$ cat src/rtl/tmr_apb_sequencer.sv
// tmr_apb_sequencer: programs a timer over APB (load, run), collects OVF/UDF events by reading
//   and clearing TSR, then stops the timer.
// Latency: each APB transfer takes one gap cycle (PSEL=0), one SETUP cycle and one or more ACCESS cycles.
// Backpressure: ACCESS is held while PREADY=0; start is ignored while busy; abort waits for the current transfer to end.
// Ports: PCLK clock, PRESET async active-high reset; start/abort control pulses; cfg_* sequence
//   setup, latched on an accepted start; TMR_OVF/TMR_UDF timer flag levels; P* APB master port;
//   busy/done/err/evt_cnt/last_tsr sequence status.
module tmr_apb_sequencer #(
  parameter int ADDR_WIDTH = 8,
  parameter int DATA_WIDTH = 8,
  parameter logic [ADDR_WIDTH-1:0] ADDR_TDR = 'h00,
  parameter logic [ADDR_WIDTH-1:0] ADDR_TCR = 'h01,
  parameter logic [ADDR_WIDTH-1:0] ADDR_TSR = 'h02
) (
  input  logic                  PCLK,
  input  logic                  PRESET,
  input  logic                  start,
  input  logic                  abort,
  input  logic [DATA_WIDTH-1:0] cfg_load,
  input  logic                  cfg_down,
  input  logic [1:0]            cfg_cks,
  input  logic [7:0]            cfg_evt_target,
  input  logic                  TMR_OVF,
  input  logic                  TMR_UDF,
  output logic                  PSEL,
  output logic                  PENABLE,
  output logic                  PWRITE,
  output logic [ADDR_WIDTH-1:0] PADDR,
  output logic [DATA_WIDTH-1:0] PWDATA,
  input  logic                  PREADY,
  input  logic                  PSLVERR,
  input  logic [DATA_WIDTH-1:0] PRDATA,
  output logic                  busy,
  output logic                  done,
  output logic                  err,
  output logic [7:0]            evt_cnt,
  output logic [DATA_WIDTH-1:0] last_tsr
);

  localparam logic [2:0] S_IDLE     = 3'd0;
  localparam logic [2:0] S_WR_TDR   = 3'd1;
  localparam logic [2:0] S_WR_LOAD  = 3'd2;
  localparam logic [2:0] S_WR_RUN   = 3'd3;
  localparam logic [2:0] S_WAIT_EVT = 3'd4;
  localparam logic [2:0] S_RD_TSR   = 3'd5;
  localparam logic [2:0] S_WR_CLR   = 3'd6;
  localparam logic [2:0] S_WR_STOP  = 3'd7;

  logic [2:0]            state;
  logic [2:0]            nxt;
  logic [DATA_WIDTH-1:0] load_q;
  logic                  down_q;
  logic [1:0]            cks_q;
  logic [7:0]            tgt_q;
  logic                  flag_q;
  logic                  abort_pend;
  logic                  evt_edge;
  logic [ADDR_WIDTH-1:0] x_addr;
  logic                  x_wr;
  logic [DATA_WIDTH-1:0] x_dat;

  // TCR image: LOAD bit7, DOWN bit5, EN bit4, CKS bits1:0, everything else zero.
  function automatic logic [DATA_WIDTH-1:0] tcr_val(input logic ld, input logic en,
                                                    input logic dn, input logic [1:0] ck);
    logic [7:0] v;
    v = {ld, 1'b0, dn, en, 2'b00, ck};
    return DATA_WIDTH'(v);
  endfunction

  assign busy     = (state != S_IDLE);
  // The registered flag copy runs in every state, so an edge seen outside WAIT_EVT is consumed.
  assign evt_edge = (TMR_OVF | TMR_UDF) & ~flag_q;

  // Address/direction/data of the transfer owned by the current state.
  always_comb begin
    x_addr = ADDR_TCR;
    x_wr   = 1'b1;
    x_dat  = '0;
    case (state)
      S_WR_TDR:  begin x_addr = ADDR_TDR; x_dat = load_q; end
      S_WR_LOAD: x_dat = tcr_val(1'b1, 1'b0, down_q, cks_q);
      S_WR_RUN:  x_dat = tcr_val(1'b0, 1'b1, down_q, cks_q);
      S_RD_TSR:  begin x_addr = ADDR_TSR; x_wr = 1'b0; end
      S_WR_CLR:  x_addr = ADDR_TSR;
      S_WR_STOP: x_dat = tcr_val(1'b0, 1'b0, down_q, cks_q);
      default:   x_dat = '0;
    endcase
  end

  // Successor state once the current transfer completes. An error or a pending/arriving
  // abort diverts to WR_STOP, except from WR_STOP itself which always ends the sequence.
  always_comb begin
    nxt = S_IDLE;
    case (state)
      S_WR_TDR:  nxt = S_WR_LOAD;
      S_WR_LOAD: nxt = S_WR_RUN;
      S_WR_RUN:  nxt = S_WAIT_EVT;
      S_RD_TSR:  nxt = S_WR_CLR;
      S_WR_CLR:  nxt = (evt_cnt == tgt_q) ? S_WR_STOP : S_WAIT_EVT;
      default:   nxt = S_IDLE;
    endcase
    if (state != S_WR_STOP && (PSLVERR || abort_pend || abort))
      nxt = S_WR_STOP;
  end

  always_ff @(posedge PCLK or posedge PRESET) begin
    if (PRESET) begin
      state      <= S_IDLE;
      PSEL       <= 1'b0;
      PENABLE    <= 1'b0;
      PWRITE     <= 1'b0;
      PADDR      <= '0;
      PWDATA     <= '0;
      done       <= 1'b0;
      err        <= 1'b0;
      evt_cnt    <= '0;
      last_tsr   <= '0;
      flag_q     <= 1'b0;
      abort_pend <= 1'b0;
      load_q     <= '0;
      down_q     <= 1'b0;
      cks_q      <= '0;
      tgt_q      <= '0;
    end else begin
      done   <= 1'b0;
      flag_q <= TMR_OVF | TMR_UDF;
      case (state)
        S_IDLE: begin
          // start beats a simultaneous abort: abort is simply not looked at here.
          if (start) begin
            load_q     <= cfg_load;
            down_q     <= cfg_down;
            cks_q      <= cfg_cks;
            tgt_q      <= (cfg_evt_target == 8'd0) ? 8'd1 : cfg_evt_target;
            evt_cnt    <= '0;
            err        <= 1'b0;
            abort_pend <= 1'b0;
            state      <= S_WR_TDR;
          end
        end
        S_WAIT_EVT: begin
          if (abort)         state <= S_WR_STOP;
          else if (evt_edge) state <= S_RD_TSR;
        end
        default: begin
          if (abort) abort_pend <= 1'b1;
          if (!PSEL) begin
            // Launch SETUP; address/control/data then stay frozen until completion.
            PSEL   <= 1'b1;
            PADDR  <= x_addr;
            PWRITE <= x_wr;
            PWDATA <= x_dat;
          end else if (!PENABLE) begin
            PENABLE <= 1'b1;
          end else if (PREADY) begin
            PSEL    <= 1'b0;
            PENABLE <= 1'b0;
            state   <= nxt;
            if (PSLVERR) err <= 1'b1;
            if (state == S_RD_TSR) begin
              last_tsr <= PRDATA;
              if (PRDATA[1:0] != 2'b00 && evt_cnt != 8'hFF)
                evt_cnt <= evt_cnt + 8'd1;
            end
            if (nxt == S_WR_STOP || nxt == S_IDLE) abort_pend <= 1'b0;
            if (state == S_WR_STOP) done <= 1'b1;
          end
        end
      endcase
    end
  end

endmodule
$ cat config.mk
export PLATFORM = sky130hd
export DESIGN_NAME = tmr_apb_sequencer
export DESIGN_NICKNAME = d
export VERILOG_FILES = /design/src/rtl/tmr_apb_sequencer.sv
export SDC_FILE = /design/constraint.sdc
export NUM_CORES = 1
export LEC_CHECK = 0
export BUFFER_PORTS_ARGS = -buffer_cell sky130_fd_sc_hd__buf_2
export CORE_ASPECT_RATIO = 1.75
export CORE_UTILIZATION = 35
export DETAILED_ROUTE_END_ITERATION = 8
export PLACE_DENSITY_LB_ADDON = 0.1
export SKIP_LAST_GASP = 1
export SYNTH_ARGS = -nofsm -noshare
export SYNTH_HDL_FRONTEND = slang
export SYNTH_SLANG_ARGS = --single-unit
$ cat constraint.sdc
create_clock -name PCLK -period 3.17 [get_ports PCLK]
set_input_delay 0.634 -clock PCLK [delete_from_list [all_inputs] [get_ports PCLK]]
set_output_delay 0.634 -clock PCLK [all_outputs]
set_load 0.005 [all_outputs]
==> run metrics, run 1 <==
first-pass GRT wire length=between 9 and 10 mm; Post-Syn Area=between 2000 and 3000 sq um; DRC=0; I/O pins=73; maximum capacitance violations=0; r2r startpoint=state[0]$_DFFE_PP0P_; CTS tree=done; fin crit share=a little over two thirds; Fin. Hold Viols=0; Slew @ Worst Pin=0.6911 ns; final net count=roughly 370; ys flop type=dfrtp_1; met3 Usage GRT=between 3 and 4%; Die Ht=between 100 and 150 microns; # fillers=between 700 and 800; post-synth cell types=44; number of post-CTS setup repair buffers=0; Final Wtd Congestion=0.8335; Worst Setup SP=state[0]$_DFFE_PP0P_; Max Freq=around 0.45 GHz; count of pins over their slew limit=0; relative slew slack=53.92%; number of flops mapped to enable cells by yosys=0; Critical Path AT=1.59 ns; outcome=completed; port bufs=66; num rows=41; r2r endpoint=abort_pend$_DFFE_PP0P_; Crit Path Class=register to primary output; dpl cells=approximately 410; DR vias=between 2000 and 2500; Worst-path clk slew=about 0.07 ns; GR Overflow Total=0; antenna cells=0; CP Capture Type=primary output; Initial Util=between 30% and 40%; Setup crit end=busy; Hold Buf Count CTS=0; multi-input logic area=approximately 1200 sq um; initial antenna violation count=0; clock root buffer=clkbuf_16; htree depth=2; Die W=between 60 and 70 microns; Core ar.=roughly 7200 sq um; Register-to-Register Path Depth=6; number of global-route vias before repair=about 2000; CP startpoint kind=register; First DRT Iteration DRCs=93; Top Usage Layer GRT=met2; LEAKAGE=approximately 0.0016 uW; clk_skew=approximately 0.005 ns; Worst Hold Class=primary input to async pin; clock latency on the worst-skew pair=0.30 ns; Yosys reg bits=55; vias per cell=roughly 5.0; Die Area=between 7000 and 8000 sq um; final wirelength=6.255 mm; crit path max fanout=21; dpl hpwl=between 4 and 5 mm; Post-CTS Resized=0; Final Setup Violations=0; worst ir drop on vdd=roughly 470 uV; reg-to-reg slack, setup=around 1.0 ns; Max clock buf depth=2; Synth Instances=about 270; Worst EP required=~2.5 ns; syn avg cell area=between 9 and 10 sq um; largest net degree at the start of global routing=56; asr flop ratio synth=between 90% and 100%; non-filler cells, final=about 420; TritonCTS Buffers=5; total power per unit cell area=832.9 nW/um^2; post-route ant nets=0; post-synthesis sequential area ratio=52.08%; GRT met1 Usage=between 10% and 20%; FF+latch area=between 1000 and 1500 sq um; total negative slack=0 ns; drt pass-1 iters=4; area delta synth->final=21.97%; minimum clock period=2.221 ns; share of layout cells above drive strength 1=between 20% and 30%; WL per Instance=approximately 15 microns; met2 GRT Util=around a third; CTS sink count=55; Synth Warn #=0; GRT Resource Usage Total=17.49%; RSZ-0062 raised after global routing=no
[cell type report]
cell class	instances	share of cell area, %
Clock buffer	5	3.882
Sequential cell	55	42.70
Inverter	6	0.6988
Multi-Input combinational cell	198	35.95
Timing Repair Buffer	69	11.34
Tap cell	86	3.339
Clock inverter	3	2.096
[state kept, by name, summed over array words and instances, names as in the netlist]
signal and count:
load_q 8, cks_q 2, tgt_q 8, err 1, abort_pend 1, PADDR 2
down_q 1, PWRITE 1, evt_cnt 8, last_tsr 8, PWDATA 8, PSEL 1
PENABLE 1, state 3, flag_q 1, done 1
[cells by family after synthesis]
kind of cell | share of synthesized area (%)
multiplexers | 3.409
XOR/XNOR | 4.640
AO/OA/AOI/OAI | 14.16
buffers and inverters | 4.782
adder cells (fa/ha/maj) | 0.8522
flip-flops | 52.08
AND/OR/NAND/NOR | 19.93
other | 0.1419
[power breakdown]
group	internal, uW	switching [uW]
clock	453	263
combinational	383	412
sequential	938	236
[metrics by stage]
step	hold slack (ns)	utilization (%)	worst slack, ns	total power (uW)	area [sq um]
3_5_place_dp	0.4557	41.90	1.012	2000	3030
3_3_place_gp	0.4471	41.90	1.056	1984	3030
5_1_grt	0.4091	44.56	0.7041	2888	3223
4_1_cts	0.3954	44.56	0.9417	2719	3223
6_report	0.3829	44.56	0.9490	2685	3223
2_1_floorplan	0.4454	-	1.193	1696	2661
[critical path, stage by stage (launching register included)]
cell	delay (ns)
dfrtp_1	0.61
nor3_1	0.27
buf_4	0.22
inv_1	0.07
buf_2	0.12
[cells in the final DEF, fill, tap and decap left out, types with 6 or more instances in the layout]
master / Yosys / routed
xnor2_1: 7 / 7
mux2_2: 8 / 8
buf_2: 8 / 66
xor2_1: 7 / 7
nor2_1: 17 / 17
a21oi_1: 13 / 13
dfrtp_1: 55 / 55
o21ai_0: 9 / 9
nand2_1: 70 / 70
conb_1: 1 / 6
[worst min path at each step]
stage	from	end	slack [ns]	cells after the start
2_1_floorplan	load_q[2]$_DFFE_PP0P_	load_q[2]$_DFFE_PP0P_	0.45	2
3_3_place_gp	PWDATA[4]$_DFFE_PP0P_	PWDATA[4]$_DFFE_PP0P_	0.45	2
3_5_place_dp	PWDATA[4]$_DFFE_PP0P_	PWDATA[4]$_DFFE_PP0P_	0.46	2
4_1_cts	PRESET	PWDATA[2]$_DFFE_PP0P_	0.40	3
5_1_grt	PRESET	PENABLE$_DFFE_PP0P_	0.41	3
6_report	PRESET	PENABLE$_DFFE_PP0P_	0.38	3
[layer usage]
metal / vias up / part of all wire (%)
li1: 1040 / -
met1: 1009 / 39
met2: 45 / 55
met3: 7 / 3.4
met4: 0 / 2.6
met5: - / 0
[synthesized netlist by cell type (4+ instances only)]
cell,instances,area share [%]
mux2_2,8,3.4
nor2b_1,4,0.95
o21ai_0,9,1.7
nor2_1,17,2.4
nor3_1,5,0.95
nand2_1,70,9.9
a31oi_1,4,0.95
buf_2,8,1.5
inv_1,6,0.85
dfrtp_1,55,52
a21oi_1,13,2.5
xor2_1,7,2.3
xnor2_1,7,2.3
o211ai_1,5,1.4
and3_1,5,1.2
buf_4,7,2.0
No activity file was read; power rests on OpenSTA's default activity.
==> run 2, diff against run 1 <==
- clock period: 3.17 -> 2.3 ns (I/O delays scaled with it)
==> run 2 against run 1 <==
  * Setup slack got worse by 0.64 ns
  * Sequential power rose by 31%
  * Non-clock buffer count rose by 5
  * Clock power rose by 17%
  * First-iteration DRC count rose by 29%
  * Clock skew fell by 0.00066 ns
  * Combinational power rose by 56%
  * Final cell count rose by 0.95%
  * Register-to-register slack got worse by 0.68 ns
  * Largest cell class unchanged
  * Highest routed layer unchanged
==> run metrics, run 2 (same netlist as run 1, synthesis figures left out) <==
outcome=completed; Initial Util=36.53% (unchanged); antenna cells=0 (unchanged); final net count=376 (+1.3%); I/O pins=73 (unchanged); relative slew slack=66.02% (+12 points); Fin. Hold Viols=0 (unchanged); total chip power=3608 uW (+34%); Die Area=7915 sq um (unchanged); Core ar.=7233 sq um (unchanged); fin worst setup slack=0.3084 ns (-0.6406 ns); Max Freq=around 0.50 GHz; port bufs=66 (unchanged); commonest cells after routing, fill and taps aside=nand2_1 (70), buf_2 (66), dfrtp_1 (55); num rows=41 (unchanged); CTS sink count=55 (unchanged); CP Capture Type=primary output; clock root buffer=clkbuf_16; Final Setup Violations=0 (unchanged); LEAKAGE=0.001623 uW (+0.53%); maximum capacitance violations=0 (unchanged); First DRT Iteration DRCs=120 (+29%); drt pass-1 iters=4 (unchanged); Crit Path Class=register to primary output; count of pins over their slew limit=0 (unchanged); Max clock buf depth=2 (unchanged); Worst Hold Class=primary input to async pin; initial antenna violation count=0 (unchanged); crit path max fanout=19 (-9.5%); area delta synth->final=22.11%; Die W=67.69 microns (unchanged); CTS tree=done; worst ir drop on vdd=711.9 uV (+52%); Final Wtd Congestion=0.8114 (-2.7%); total power per unit cell area=1118 nW/um^2 (+34%); largest net degree at the start of global routing=24 (-57%); Post-CTS Resized=0 (unchanged); clock latency on the worst-skew pair=0.29 ns (about the same); fin crit share=approximately 87%; total negative slack=0 ns (unchanged); pre-CTS setup slack=0.3673 ns (-0.6447 ns); Worst EP required=1.84 ns (-0.70 ns); Worst-path clk slew=0.07 ns (about the same); htree depth=2 (unchanged); reg-to-reg slack, setup=0.34 ns (-0.68 ns); post-route ant nets=0 (unchanged); minimum clock period=1.992 ns; TritonCTS Buffers=5 (unchanged); RSZ-0062 raised after global routing=no; DRC=0 (unchanged); dpl hpwl=4.764 mm (+2.8%); number of global-route vias before repair=2089 (+3.4%); GR Overflow Total=0 (unchanged); clk_skew=0.004489 ns (-0.0006609 ns); Die Ht=116.9 microns (unchanged); CP startpoint kind=register; number of post-CTS setup repair buffers=0 (unchanged); Hold Buf Count CTS=0 (unchanged); Critical Path AT=1.53 ns (-0.06 ns); GRT Resource Usage Total=17.47% (-0.020 points); Slew @ Worst Pin=0.5089 ns (-0.1822 ns); vias per cell=4.911 (-1.4%); first-pass GRT wire length=10.14 mm (+2.2%); WL per Instance=14.84 microns (+0.11%); final wirelength=6.321 mm (+1.1%); DR vias=2092 (-0.43%); share of layout cells above drive strength 1=29.12% (+0.55 points); commonest non-fill, non-tap cell in the layout=nand2_1
run 2: final cells by class:
type | instances | area [sq um]
multi-input combinational | 198 | 1159
inverter | 6 | 22.52
timing repair buffer | 74 | 402.9
clock inverter | 1 | 30.03
fill | 738 | 4006
tap | 86 | 107.6
sequential | 55 | 1376
clock buffer | 6 | 128.9
run 2: stage by stage:
stage               utilization (%)  area [sq um]  instances  hold slack, ns
finish                        44.61          3227        426          0.1883
CTS                           44.61          3227        426          0.2021
detailed placement            42.41          3068        419          0.4513
global placement              42.41          3068        419          0.4484
global route                  44.61          3227        426          0.2335
floorplan                         -          2661        277          0.4454
run 2: path summary, 6_finish.rpt:
check	start	to	depth (start not counted)
max in group asynchronous	PRESET	PWDATA[3]$_DFFE_PP0P_	3
worst max register to register	state[2]$_DFFE_PP0P_	evt_cnt[6]$_DFFE_PP0P_	4
min in group PCLK	cfg_down	down_q$_DFFE_PP0P_	3
worst min register to register	PWDATA[4]$_DFFE_PP0P_	PWDATA[4]$_DFFE_PP0P_	2
worst min-delay path	PRESET	last_tsr[4]$_DFFE_PP0P_	2
worst max-delay path	state[1]$_DFFE_PP0P_	busy	5
run 2: worst max-delay path, stage by stage, from the launching register on:
cell     delay, ns
dfrtp_1       0.38
buf_4         0.21
nor3_1        0.24
buf_4         0.23
inv_1         0.07
buf_2         0.12
run 2: power by group:
part / internal, uW / total, uW / switching [uW]
Clock: 509 / 838 / 330
Sequential: 1290 / 1530 / 234
Combinational: 564 / 1240 / 676
run 2: routing by layer:
| metal | global-route usage (%) | wire length, microns |
|---|---|---|
| met2 | 31.35 | 3459 |
| met3 | 3.198 | 178 |
| met1 | 19.95 | 2589 |
| met5 | 0 | 0 |
| met4 | 6.383 | 93 |
==> run 3, diff against run 2 <==
- CELL_PAD_IN_SITES_DETAIL_PLACEMENT: not set -> 0
- CELL_PAD_IN_SITES_GLOBAL_PLACEMENT: not set -> 2
- CORE_UTILIZATION: 35 -> 31
==> run 3 against run 2 <==
  * Clock skew grew 0.0018 ns
  * Sequential power barely moved
  * Critical endpoint unchanged
  * Global-route usage decreased by 0.85 points
  * Via count grew 2.5%
  * Largest cell class unchanged
  * Register-to-register slack improved by 0.05 ns
==> run metrics, run 3 (same netlist as run 1, synthesis figures left out) <==
I/O pins=73 (unchanged); Crit Path Class=register to primary output; first-pass GRT wire length=10.96 mm (+8.1%); Die Area=8912 sq um (+13%); total negative slack=0 ns (unchanged); dpl hpwl=5.084 mm (+6.7%); clock latency on the worst-skew pair=0.30 ns (about the same); share of layout cells above drive strength 1=29.53% (+0.41 points); clk_skew=0.006303 ns (+0.001814 ns); CP startpoint kind=register; crit path max fanout=20 (+1); Post-CTS Resized=0 (unchanged); most frequent CP cell=buf_4; LEAKAGE=0.001631 uW (+0.45%); DR vias=2145 (+2.5%); CP Capture Type=primary output; RSZ-0062 raised after global routing=no; Die Ht=124.1 microns (+6.1%); total power per unit cell area=1120 nW/um^2 (+0.13%); drt pass-1 iters=4 (unchanged); Worst-path clk slew=0.07 ns (about the same); r2r endpoint=evt_cnt[6]$_DFFE_PP0P_; DRC=0 (unchanged); CP cell instances=buf_4 -> nor3_1 -> buf_4 -> inv_1 -> buf_2; reg-to-reg slack, setup=0.39 ns (+0.05 ns); htree depth=2 (unchanged); maximum capacitance violations=0 (unchanged); Die W=71.79 microns (+6.1%); # fillers=853 (+16%); outcome=completed; total chip power=3626 uW (+0.52%); worst ir drop on vdd=519.9 uV (-27%); Worst EP required=1.84 ns (about the same); GR Overflow Total=0 (unchanged); Register-to-Register Path Depth=5 (+1); final net count=377 (+0.27%); dpl cells=426 (+1.7%); commonest cells after routing, fill and taps aside=nand2_1 (70), buf_2 (66), dfrtp_1 (55); Initial Util=32.00% (-4.5 points); Hold Buf Count CTS=0 (unchanged); First DRT Iteration DRCs=100 (-17%); WL per Instance=15.92 microns (+7.3%); Fin. Hold Viols=0 (unchanged); CP max stage cell=dfrtp_1; antenna cells=0 (unchanged); TritonCTS Buffers=5 (unchanged); Worst Hold Class=primary input to async pin; CTS sink count=55 (unchanged); Core ar.=8258 sq um (+14%); Max stage delay on crit path=0.39 ns (about the same); count of pins over their slew limit=0 (unchanged); minimum clock period=1.969 ns (-0.02272 ns); port bufs=66 (unchanged); area delta synth->final=22.59%; number of post-CTS setup repair buffers=0 (unchanged); final wirelength=6.909 mm (+9.3%); CTS tree=done; Final Wtd Congestion=0.7831 (-3.5%); Max clock buf depth=2 (unchanged); clock root buffer=clkbuf_16; initial antenna violation count=0 (unchanged); Critical Path AT=1.51 ns (-0.02 ns); number of global-route vias before repair=2076 (-0.62%); vias per cell=4.942 (+0.64%); Final Setup Violations=0 (unchanged); Max Freq=0.5079 GHz (+1.2%); fin crit share=85.60% (-0.99 points); commonest non-fill, non-tap cell in the layout=nand2_1; num rows=44 (+7.3%); non-filler cells, final=434 (+1.9%); GRT Resource Usage Total=16.62% (-0.85 points); largest net degree at the start of global routing=56 (+130%); r2r startpoint=evt_cnt[0]$_DFFE_PP0P_; post-route ant nets=0 (unchanged)
run 3: worst max-delay path: cells and delay by family (launching register included):
family,cells,cell delay (ns)
DFF,1,0.39
buffers and inverters,4,0.63
and+or+nand+nor,1,0.19
run 3: how the worst max path moves through the flow:
| stage | startpoint | endpoint | cells past startpoint |
|---|---|---|---|
| 2_1_floorplan | PRESET | PADDR[0]$_DFFE_PP0P_ | 1 |
| 3_3_place_gp | start | evt_cnt[6]$_DFFE_PP0P_ | 5 |
| 3_5_place_dp | start | evt_cnt[6]$_DFFE_PP0P_ | 5 |
| 4_1_cts | state[0]$_DFFE_PP0P_ | busy | 5 |
| 5_1_grt | state[0]$_DFFE_PP0P_ | busy | 5 |
| 6_report | state[0]$_DFFE_PP0P_ | busy | 5 |
run 3: layer usage:
layer	up-vias	wire [microns]	track usage (%)
met1	1035	2724	18.66
met2	50	3683	29.30
met5	-	0	0
met3	14	247	3.074
met4	0	254	9.191
li1	1046	-	-
run 3: where the power goes:
group | switching [uW] | total [uW] | internal (uW)
logic | 711 | 1280 | 574
clock network | 350 | 815 | 465
registers | 232 | 1530 | 1290
run 3: layout make-up:
type / instances / area [sq um] / share of cell area (%)
repair buffers: 75 / 410.4 / 12.67
inverters: 6 / 22.52 / 0.6952
well taps: 92 / 115.1 / 3.553
flip-flops and latches: 55 / 1376 / 42.49
clock buffers: 8 / 156.4 / 4.828
multi-input cells: 198 / 1159 / 35.77
run 3: stage by stage:
step                setup slack (ns)  util, %  hold WS, ns  cell area [sq um]
global route                  0.2426    39.23       0.2439               3239
detailed placement            0.3655    37.33       0.4524               3083
CTS                           0.3255    39.23       0.2216               3239
global placement              0.3954    37.33       0.4473               3083
floorplan                     0.4971        -       0.4454               2661
finish                        0.3311    39.23       0.1992               3239
